## config.mk

```make
export PLATFORM = sky130hd
export DESIGN_NAME = alu_lut_unit
export DESIGN_NICKNAME = d
export VERILOG_FILES = /design/src/rtl/alu_lut_unit.sv
export SDC_FILE = /design/constraint.sdc
export NUM_CORES = 1
export LEC_CHECK = 0
export CORE_MARGIN = 2
export CORE_UTILIZATION = 60
export CTS_CLUSTER_SIZE = 10
export DETAILED_ROUTE_END_ITERATION = 12
export DONT_BUFFER_PORTS = 1
export HOLD_SLACK_MARGIN = 0.15
export PLACE_DENSITY = 0.89
export SKIP_LAST_GASP = 1
export SLEW_MARGIN = 20
export SYNTH_ARGS = -nofsm -noshare
export SYNTH_HDL_FRONTEND = slang
export SYNTH_SLANG_ARGS = --single-unit
```

## constraint.sdc

```tcl
create_clock -name clk -period 3.1 [get_ports clk]
set_input_delay 0.155 -clock clk [delete_from_list [all_inputs] [get_ports clk]]
set_output_delay 0.155 -clock clk [all_outputs]
set_load 0.005 [all_outputs]
```

## src/rtl/alu_lut_unit.sv

```systemverilog
// Execute-stage ALU with registered Z/C/N/V flags, accumulator constant LUT and branch-target LUT.
// Define ALU_MUL_EN to add MULL/MULH on optype=1, op=8/9.
module alu_lut_unit #(
    parameter int PC_WIDTH = 11
) (
    input  logic                clk,
    input  logic                reset,
    input  logic                optype,
    input  logic [3:0]          op,
    input  logic [7:0]          acc_in,
    input  logic [7:0]          reg_in,
    input  logic                flag_we,
    output logic [7:0]          alu_out,
    output logic                z,
    output logic                c,
    output logic                n,
    output logic                v,
    input  logic                acc_lut_en,
    input  logic [4:0]          acc_key,
    output logic [7:0]          acc_value,
    input  logic                branch_lut_en,
    input  logic [4:0]          branch_key,
    output logic [PC_WIDTH:0]   branch_pos
);

    localparam int PW = PC_WIDTH + 1;

    logic [8:0]  sum;
    logic [8:0]  diff;
    logic [7:0]  res;
    logic [7:0]  bop;
    logic        is_add;
    logic        is_sub;
    logic        ci;
    logic        bw;
    logic        out_a;
    logic        commit;
    logic        nc;
    logic        nv;
    logic        nz;
    logic        nn;
`ifdef ALU_MUL_EN
    logic [15:0] prod;

    assign prod = 16'(acc_in) * 16'(reg_in);
`endif

    always_comb begin
        sum    = '0;
        diff   = '0;
        res    = acc_in;
        bop    = reg_in;
        is_add = 1'b0;
        is_sub = 1'b0;
        ci     = 1'b0;
        bw     = 1'b0;
        out_a  = 1'b0;
        commit = 1'b1;
        nc     = 1'b0;
        nv     = 1'b0;
        if (!optype) begin
            unique case (op)
                4'h0: is_add = 1'b1;
                4'h1: begin
                    is_add = 1'b1;
                    ci     = c;
                end
                4'h2: is_sub = 1'b1;
                4'h3: begin
                    is_sub = 1'b1;
                    bw     = ~c;
                end
                4'h4: res = acc_in & reg_in;
                4'h5: res = acc_in | reg_in;
                4'h6: res = acc_in ^ reg_in;
                4'h7: res = ~reg_in;
                4'h8: begin
                    res = {acc_in[6:0], 1'b0};
                    nc  = acc_in[7];
                end
                4'h9: begin
                    res = {1'b0, acc_in[7:1]};
                    nc  = acc_in[0];
                end
                4'hA: begin
                    res = {acc_in[7], acc_in[7:1]};
                    nc  = acc_in[0];
                end
                4'hB: begin
                    res = {acc_in[6:0], c};
                    nc  = acc_in[7];
                end
                4'hC: begin
                    res = {c, acc_in[7:1]};
                    nc  = acc_in[0];
                end
                4'hD: res = reg_in;
                4'hE: begin
                    is_sub = 1'b1;
                    out_a  = 1'b1;
                end
                4'hF: res = acc_in;
            endcase
        end else if (!op[3]) begin
            is_add = 1'b1;
            bop    = {5'b0, op[2:0]};
`ifdef ALU_MUL_EN
        end else if (op == 4'h8) begin
            res = prod[7:0];
            nc  = |prod[15:8];
        end else if (op == 4'h9) begin
            res = prod[15:8];
            nc  = |prod[15:8];
`endif
        end else begin
            commit = 1'b0;
        end
        // Add/sub share one operand path so ADDI reuses the ADD flag logic
        if (is_add) begin
            sum = {1'b0, acc_in} + {1'b0, bop} + {8'b0, ci};
            res = sum[7:0];
            nc  = sum[8];
            nv  = (acc_in[7] == bop[7]) && (res[7] != acc_in[7]);
        end
        if (is_sub) begin
            diff = {1'b0, acc_in} - {1'b0, bop} - {8'b0, bw};
            res  = diff[7:0];
            nc   = ~diff[8];
            nv   = (acc_in[7] != bop[7]) && (res[7] != acc_in[7]);
        end
    end

    assign nz      = (res == 8'h00);
    assign nn      = res[7];
    assign alu_out = out_a ? acc_in : res;

    always_ff @(posedge clk or negedge reset) begin
        if (!reset) begin
            z <= 1'b0;
            c <= 1'b0;
            n <= 1'b0;
            v <= 1'b0;
        end else if (flag_we && commit) begin
            z <= nz;
            c <= nc;
            n <= nn;
            v <= nv;
        end
    end

    always_comb begin
        acc_value = '0;
        if (acc_lut_en) begin
            if (!acc_key[4]) begin
                acc_value = {3'b0, acc_key};
            end else begin
                unique case (acc_key[3:0])
                    4'h0: acc_value = 8'h10;
                    4'h1: acc_value = 8'h1F;
                    4'h2: acc_value = 8'h20;
                    4'h3: acc_value = 8'h3F;
                    4'h4: acc_value = 8'h40;
                    4'h5: acc_value = 8'h7F;
                    4'h6: acc_value = 8'h80;
                    4'h7: acc_value = 8'hFF;
                    4'h8: acc_value = 8'hF0;
                    4'h9: acc_value = 8'h0F;
                    4'hA: acc_value = 8'hAA;
                    4'hB: acc_value = 8'h55;
                    4'hC: acc_value = 8'hCC;
                    4'hD: acc_value = 8'h33;
                    4'hE: acc_value = 8'hFE;
                    4'hF: acc_value = 8'h01;
                endcase
            end
        end
    end

    assign branch_pos = branch_lut_en ? (PW'(branch_key) << 6) : '0;

endmodule

```

# --- Yosys cells after proc, flatten, opt, wreduce, memory -nomap -nowiden ---
# Memories as Yosys holds them, arrays and structs flattened.
# Index checks and enable logic that the tools add are counted.
totals:
  in_bits: 36
  out_inout_bits: 32
  n_memories: 1
  wordCells: 70
  romBits: 128
  reg_bits: 4
op_classes:
  n_eq_ne: 18
  n_addsub: 4
  n_reduce_logical: 9
  bitwise_logic: 6
  muxes: 28
mem_list:
  columns: ["name", "words", "word_bits", "read_ports", "rd_ports_with_merged_regs", "write_ports", "line", "rtl"]
  rows:
  - ["(no name shown)", 16, 8, 1, 0, 0, "157", "unique case (acc_key[3:0])"]
ops:
  columns: ["op", "count"]
  rows:
  - ["$pmux W8 S10", 1]
  - ["$mux W8", 8]
  - ["$eq A4 B4 Y1 const B", 7]
  - ["$mux W1", 17]
  - ["$eq A4 B3 Y1 const B", 4]
  - ["$mux W11", 1]
  - ["$add A8 B8 Y9", 1]
  - ["$add A9 B1 Y9", 1]
  - ["$sub A8 B8 Y9", 1]
  - ["$sub A9 B1 Y9", 1]
  - ["$and A8 B8 Y8", 1]
  - ["$eq A4 B2 Y1 const B", 2]
  - ["$logic_not A8 Y1", 1]
  - ["$not A8 Y8", 1]
  - ["$or A8 B8 Y8", 1]
  - ["$xor A8 B8 Y8", 1]
  - ["$reduce_or A3 Y1", 2]
  - ["$eq A4 B1 Y1 const B", 1]
  - ["$logic_not A4 Y1", 1]
  - ["$reduce_or A2 Y1", 2]
  - ["$logic_and A1 B1 Y1", 3]
  - ["$ne A1 B1 Y1", 3]
  - ["$not A1 Y1", 2]
  - ["$pmux W1 S2", 1]
  - ["$eq A1 B1 Y1", 1]

# --- Depth between registers and ports, before layout ---
# Gate-level depths: netlist of the first run.
logic_depth:
  ltp_word: 8
  mapped_depth: 16
  mapped_depth_nobuf: 14

# --- Least setup slack after synthesis of the first run ---
# OpenSTA, ideal clock, no wires.
synth_timing:
  path_type: "input -> register"
  startpoint: "input op[3]"
  endpoint: "register z"
  arrival_ps: 3387
  cell_stages: 14
  n_path_buf: 2
  slack_ps: -353
  required_time_ps: 3034
  setup_time_ps: 66
  cell_sequence: "buf_2 > inv_1 > buf_1 > nand2_1 > mux2i_1 > fa_1 > fa_1 > nand2b_4 > a2111o_1 > and2_4 > xor2_1 > a221o_1 > and4bb_1 > a31o_1"
synth_via:
  elab_chain_cells: 7
  elab_cells_between_ends: 39
  cone_classes: "add/sub (4); eq/ne (14); mux (16); reduce/logical (5)"
synth_rtl:
  columns: ["item", "line", "rtl"]
  rows:
  - ["from (decl)", "9", "input logic [3:0] op,"]
  - ["$mux W8 (tied with other cells)", "104", "end else if (!op[3]) begin"]
  - ["$mux W8 (tied with other cells)", "61", "if (!optype) begin"]
  - ["$add A8 B8 Y9 (tied with other cells)", "120", "sum = {1'b0, acc_in} + {1'b0, bop} + {8'b0, ci};"]
  - ["$add A9 B1 Y9 / $mux W1 (equally long branches)", "120, 61", null]
  - ["$mux W8", "119", "if (is_add) begin"]
  - ["$mux W8", "125", "if (is_sub) begin"]
  - ["$logic_not A8 Y1", "133", "assign nz = (res == 8'h00);"]
  - ["to (signal assigned)", "144", "z <= nz;"]
  - ["to (decl)", "14", "output logic z,"]
# Parallel ways exist; a longest one is shown, timed or not.
# A chain may end at the register's enable or synchronous reset.

# --- Worst setup path after layout of the first run ---
layout_timing:
  startpoint: "register c"
  endpoint: "output alu_out[5]"
layout_via:
  elab_chain_cells: 6
  elab_cells_between_ends: 10
  cone_classes: "add/sub (2); mux (7); bitwise (1)"
layout_rtl:
  columns: ["item", "line", "rtl"]
  rows:
  - ["from (decl)", "15", "output logic c,"]
  - ["from (signal assigned)", "145", "c <= nc;"]
  - ["$mux W1 / $not A1 Y1 (equally long branches)", "62, 71", null]
  - ["$mux W1, on equally long branches", "61, 62", null]
  - ["$add A9 B1 Y9 / $mux W1 (equally long branches)", "120, 61", null]
  - ["$mux W8 / $sub A9 B1 Y9 (equally long branches)", "119, 126", null]
  - ["$mux W8 (*)", "125", null]
  - ["$mux W8 (*)", "135", "assign alu_out = out_a ? acc_in : res;"]
  - ["to (decl)", "13", "output logic [7:0] alu_out,"]
# Every way passes the cells marked *; elsewhere a longest branch is shown, timed or not.

==> results of run 1 <==
-- registers in the layout (all words and copies together) (netlist names) --
| name | flops |
|---|---|
| c | 1 |
| n | 1 |
| v | 1 |
| z | 1 |
-- synthesized netlist by cell type (3+ instances only) --
library cell  number  area share (%)
a31oi_1            6             1.4
o22ai_1            7             1.6
o31ai_1            4             1.1
a22oi_1            3            0.82
mux2i_1            4             1.5
a221o_1            3             1.1
o2bb2ai_1          4             1.3
o2111ai_1          3            0.96
o21a_1             5             1.4
a21boi_0           4             1.1
buf_2             10             1.8
buf_4             11             3.0
nor2b_1           10             2.3
nor3_1             6             1.1
xor2_1             7             2.2
o21ai_0           19             3.5
mux2_2             3             1.2
o221ai_1           4             1.3
nand3_1            4            0.73
fa_1               4             2.9
a21oi_1           44             8.0
inv_1             38             5.2
dfrtp_1            4             3.7
xnor2_1            8             2.6
and2_1             8             1.8
a211oi_1           6             1.6
clkbuf_1           4            0.55
nand2b_1           7             1.6
ha_1              38              17
a32oi_1            3            0.96
o211ai_1           5             1.4
nand2_1           28             3.8
nor2_1            38             5.2
or3_1              4            0.91
-- logic make-up (layout without fill, tap and decap cells) --
kind of cell / after synthesis / after routing
AOI/OAI and AO/OA: 141 / 141
xor gates and xnor gates: 16 / 16
adders and majority gates: 43 / 43
buffers and inverters: 65 / 55
DFF: 4 / 4
muxes: 7 / 7
other: 1 / 7
and+or+nand+nor: 121 / 121
-- path summary, 6_finish.rpt --
path / end / slack (ps) / startpoint
max in group asynchronous: c / 2700 / reset
min: c / 210 / flag_we
max: alu_out[5] / 8 / c
min in group asynchronous: v / 220 / reset
min reg2reg: v / 530 / v
max reg2reg: z / 70 / c
-- power by group --
group / switching, mW / internal (mW) / leakage (nW)
Clock: 0.0314 / 0.0831 / 0.0216
Combinational: 0.280 / 0.224 / 1.19
Sequential: 0.00471 / 0.0595 / 0.0493
-- cell type report --
| cell class | instances | area (µm²) |
|---|---|---|
| multi-input combinational | 335 | 2411 |
| fill | 382 | 1516 |
| sequential | 4 | 100.1 |
| clock buffer | 3 | 41.29 |
| timing repair buffer | 14 | 107.6 |
| tap | 52 | 65.06 |
| inverter | 38 | 142.6 |
-- cells in the final DEF, fill, tap and decap left out, types with 8 or more instances in the layout --
master	instances
a21oi_1	44
nor2_1	38
inv_1	37
ha_1	37
nand2_1	27
o21ai_0	19
buf_4	13
nor2b_1	10
xnor2_1	8
and2_1	8
-- critical path, stage by stage (launching register included) --
cell	delay, ps
dfrtp_1	380
nor2_1	90
nand3_1	110
fa_2	400
ha_2	210
or4b_1	550
o22ai_2	190
buf_4	160
xor2_1	210
o221ai_1	200
nor2_1	140
a21oi_1	70
-- metrics by stage --
step	setup WS, ps	util, %	cell area [µm²]	total power, mW	setup TNS, ps
3_3_place_gp	113.4	62.01	2719	0.4948	0
3_5_place_dp	54.10	62.01	2719	0.5058	0
5_1_grt	-161.3	65.41	2868	0.7328	-531.8
6_report	7.816	65.41	2868	0.6824	0
2_1_floorplan	32.02	-	2776	0.4525	0
4_1_cts	3.862	63.81	2798	0.6337	0
-- per-layer routing --
metal	global-route usage [%]	wire length [µm]
met1	43.34	3422
met2	53.29	4017
met3	5.767	1106
met4	13.00	276
met5	0	0
-- timing repair --
item                                    4_1_cts  5_1_grt
resized for setup                             2        7
buffers inserted                              2        5
endpoints found under the hold margin         4        0
pin swaps                                     4        8
endpoints found under the setup margin        2        6
hold buffers                                  1        0
==> results.json, run 1 <==
{
  "status": "completed",
  "cts_buffer_depth": 2,
  "drc": 0,
  "drive_above_1_share_pct": 9.898,
  "synth_cells": 398,
  "hold_depth": 3,
  "yosysWarnings": 0,
  "fp.dieW_um": 71.60,
  "hold_class": "in -> reg",
  "n_antenna_cell": 0,
  "maxSlewViolCount": 0,
  "maxCapViolations": 0,
  "synthXorXnorAreaFrac_pct": 5.386,
  "fin_crit_sh_pct": 99.75,
  "grtUsageTotal_pct": 32.88,
  "clk-insertion-delay-late_ps": 220,
  "maxSlewHeadroom_pct": 48.57,
  "die_area_mm2": 0.005126,
  "post_synth_fa_ha_maj_area_fraction_pct": 20.63,
  "fin_cells": 446,
  "die_h_um": 71.60,
  "gp_congestion": 0.9700,
  "antenna_found_initial": 0,
  "drt_pass1_iterations": 5,
  "worst_pin_slew_ps": 766.2,
  "viasPerCell": 7.018,
  "synth_top_family_by_area": "compound AO/OA/AOI/OAI gates",
  "power_leakage_nw": 1.266,
  "fin_nets": 474,
  "hold_viol_final": 0,
  "synthMuxAreaShare_pct": 2.693,
  "core_region_area_mm2": 0.004384,
  "crit_path_end_kind": "output pin",
  "ys_seq_elements": 4,
  "wl_per_cell_um": 19.78,
  "arrival_ps": 2940,
  "ir_worst_vdd_mv": 0.1789,
  "cts_buffers": 3,
  "cts_tree": "built",
  "dp_hpwl_mm": 6.296,
  "drt_iter0_markers": 449,
  "hold_ws_ps": 210.6,
  "power_density_mw_per_mm2": 237.9,
  "start_util_pct": 62.53,
  "syn_to_final_growth_pct": 4.610,
  "grt_overflow_total": 0,
  "num_rows": 24,
  "path_clk_slew_ps": 30,
  "synth.distinct_cells": 69,
  "setup_viol": 0,
  "min_period_ps": 3092,
  "io_pins": 68,
  "routed_wl_mm": 8.822,
  "first_global_vias": 2747,
  "dp_cells": 435,
  "cp.required_ps": 2940,
  "startpoint_type": "flop",
  "grt_pass1_wl_mm": 13.50,
  "synthSimpleGateAreaFrac_pct": 22.18,
  "ys_async_sr_fraction_pct": 100.0,
  "synth_edf_count": 0,
  "cts_root_buffer": "clkbuf_8",
  "worstPathMaxFanout": 2,
  "h-tree-depth": 1,
  "port_buffers": 0,
  "num_vias": 3130,
  "rr_worst_depth": 12,
  "synth_seq_area_share_pct": 3.651,
  "synth_compound_area_share_pct": 34.19,
  "finClkSkew_ps": 1.030,
  "grt_start_max_net_pins": 41,
  "rsz0062_at_grt": "true",
  "syn_area_mm2": 0.002741,
  "avgSynthCellArea_um2": 6.888,
  "antenna_left": 0,
  "critical_path_class": "reg -> out",
  "clock.fmax_mhz": 323.4,
  "ys.flop_type": "dfrtp_1",
  "clock_sinks": 4
}
No activity file was read; power rests on OpenSTA's default activity.
==> run 2: changes to the inputs <==
--- a/config.mk
+++ b/config.mk
@@ -5,7 +5,6 @@
 export SDC_FILE = /design/constraint.sdc
 export NUM_CORES = 1
 export LEC_CHECK = 0
-export CORE_MARGIN = 2
 export CORE_UTILIZATION = 60
 export CTS_CLUSTER_SIZE = 10
 export DETAILED_ROUTE_END_ITERATION = 12
==> results.json, run 2 (synthesized netlist as in run 1, its figures left out) <==
{
  "status": "finished with violations",
  "violations": "negative setup slack",
  "fin_nets": 473,
  "cts_root_buffer": "clkbuf_8",
  "io_pins": 68,
  "setup_slack_ps": -42.18,
  "fin_cells": 445,
  "syn_to_final_growth_pct": 4.062,
  "wl_per_cell_um": 19.25,
  "fin_total_pwr_mw": 0.6789,
  "dp_slack_ps": 8.372,
  "gp_congestion": 0.9976,
  "viasPerCell": 7.043,
  "core_region_area_mm2": 0.004384,
  "grt_pass1_wl_mm": 13.74,
  "num_rows": 24,
  "num_vias": 3134,
  "drt_iter0_markers": 422,
  "utilization_pct": 65.07,
  "tns_ps": -54.18,
  "clock.fmax_mhz": 318.3,
  "maxSlewHeadroom_pct": 51.78,
  "crit_path_end": "alu_out[7]",
  "antenna_left": 0,
  "cp.required_ps": 2940,
  "cts_tree": "built",
  "power_leakage_nw": 1.261,
  "rr_endpoint": "n",
  "dpl-instance-area_mm2": 0.002711,
  "min_period_ps": 3142,
  "fp.dieW_um": 69.60,
  "h-tree-depth": 1,
  "worstPathMaxFanout": 3,
  "setup_viol": 2,
  "port_buffers": 0,
  "clk-insertion-delay-late_ps": 220,
  "cts_buffers": 3,
  "final_area_mm2": 0.002853,
  "fin_crit_sh_pct": 101.4,
  "n_antenna_cell": 0,
  "finClkSkew_ps": 2.431,
  "maxCapViolations": 0,
  "layout_common_cells": "a21oi_1, nor2_1, ha_1",
  "start_util_pct": 62.53,
  "first_global_vias": 2832,
  "antenna_found_initial": 0,
  "path_clk_slew_ps": 30,
  "maxSlewViolCount": 0,
  "hold_class": "in -> async",
  "mostFrequentLayoutCell": "a21oi_1",
  "drc": 0,
  "rsz0062_at_grt": "true",
  "grt_overflow_total": 0,
  "reg2reg_slack_ps": 20,
  "ir_worst_vdd_mv": 0.1843,
  "hold_viol_final": 0,
  "grtUsageTotal_pct": 34.88,
  "drt_pass1_iterations": 5,
  "critical_path_class": "reg -> out",
  "clock_sinks": 4,
  "arrival_ps": 2990,
  "cts_buffer_depth": 2,
  "worst_pin_slew_ps": 716.9,
  "drive_above_1_share_pct": 8.906,
  "grt_start_max_net_pins": 41,
  "crit_path_end_kind": "output pin",
  "die_h_um": 69.60,
  "worstSetupStartpoint": "c",
  "hold_ws_ps": 209.6,
  "rr_worst_depth": 13,
  "r2r_start": "c",
  "routed_wl_mm": 8.565,
  "power_density_mw_per_mm2": 238.0,
  "startpoint_type": "flop",
  "dp_cells": 434,
  "die_area_mm2": 0.004843,
  "dp_hpwl_mm": 6.228
}
## run 2: area by class of cell
type | count | area [µm²]
Multi-Input combinational cell | 335 | 2404
Fill cell | 387 | 1531
Inverter | 38 | 142.6
Sequential cell | 4 | 100.1
Timing Repair Buffer | 13 | 100.1
Tap cell | 52 | 65.06
Clock buffer | 3 | 41.29
## run 2: per-layer routing
layer | wire length [µm] | part of all wire, % | global-route usage, %
met1 | 3355 | 39 | 46.64
met4 | 299 | 3.5 | 14.29
met5 | 0 | 0 | 0
met2 | 3786 | 44 | 54.48
met3 | 1124 | 13 | 7.122
## run 2: worst max-delay path, stage by stage (launching register included)
cell and delay (ps):
dfrtp_1 380, nor2_1 140, nand3_1 120, fa_2 410, ha_1 240, or4b_4 570, o22ai_4 180, o21ai_2 110
xnor2_2 210, nor2_1 80, a31oi_2 210, mux2i_1 120
## run 2: power breakdown
part           internal (mW)  leakage, nW  total (mW)  switching (mW)
Clock                 0.0830       0.0216       0.113          0.0297
Combinational          0.225         1.19       0.502           0.277
Sequential            0.0595       0.0493      0.0643         0.00486
## run 2: how the worst min path moves through the flow
| stage | to | slack, ps | cells after the start |
|---|---|---|---|
| floorplan | c | -140 | 0 |
| global placement | n | -140 | 0 |
| detailed placement | n | -140 | 0 |
| CTS | c | 200 | 3 |
| global route | v | 230 | 1 |
| finish | v | 210 | 1 |
## run 2: what timing repair did
item / in CTS / in global routing
hold buffers: 1 / 0
buffers inserted: 3 / 4
gates resized for setup: 2 / 5
pin swaps: 4 / 5
endpoints found under the setup margin: 2 / 6
endpoints found under the hold margin: 4 / 0
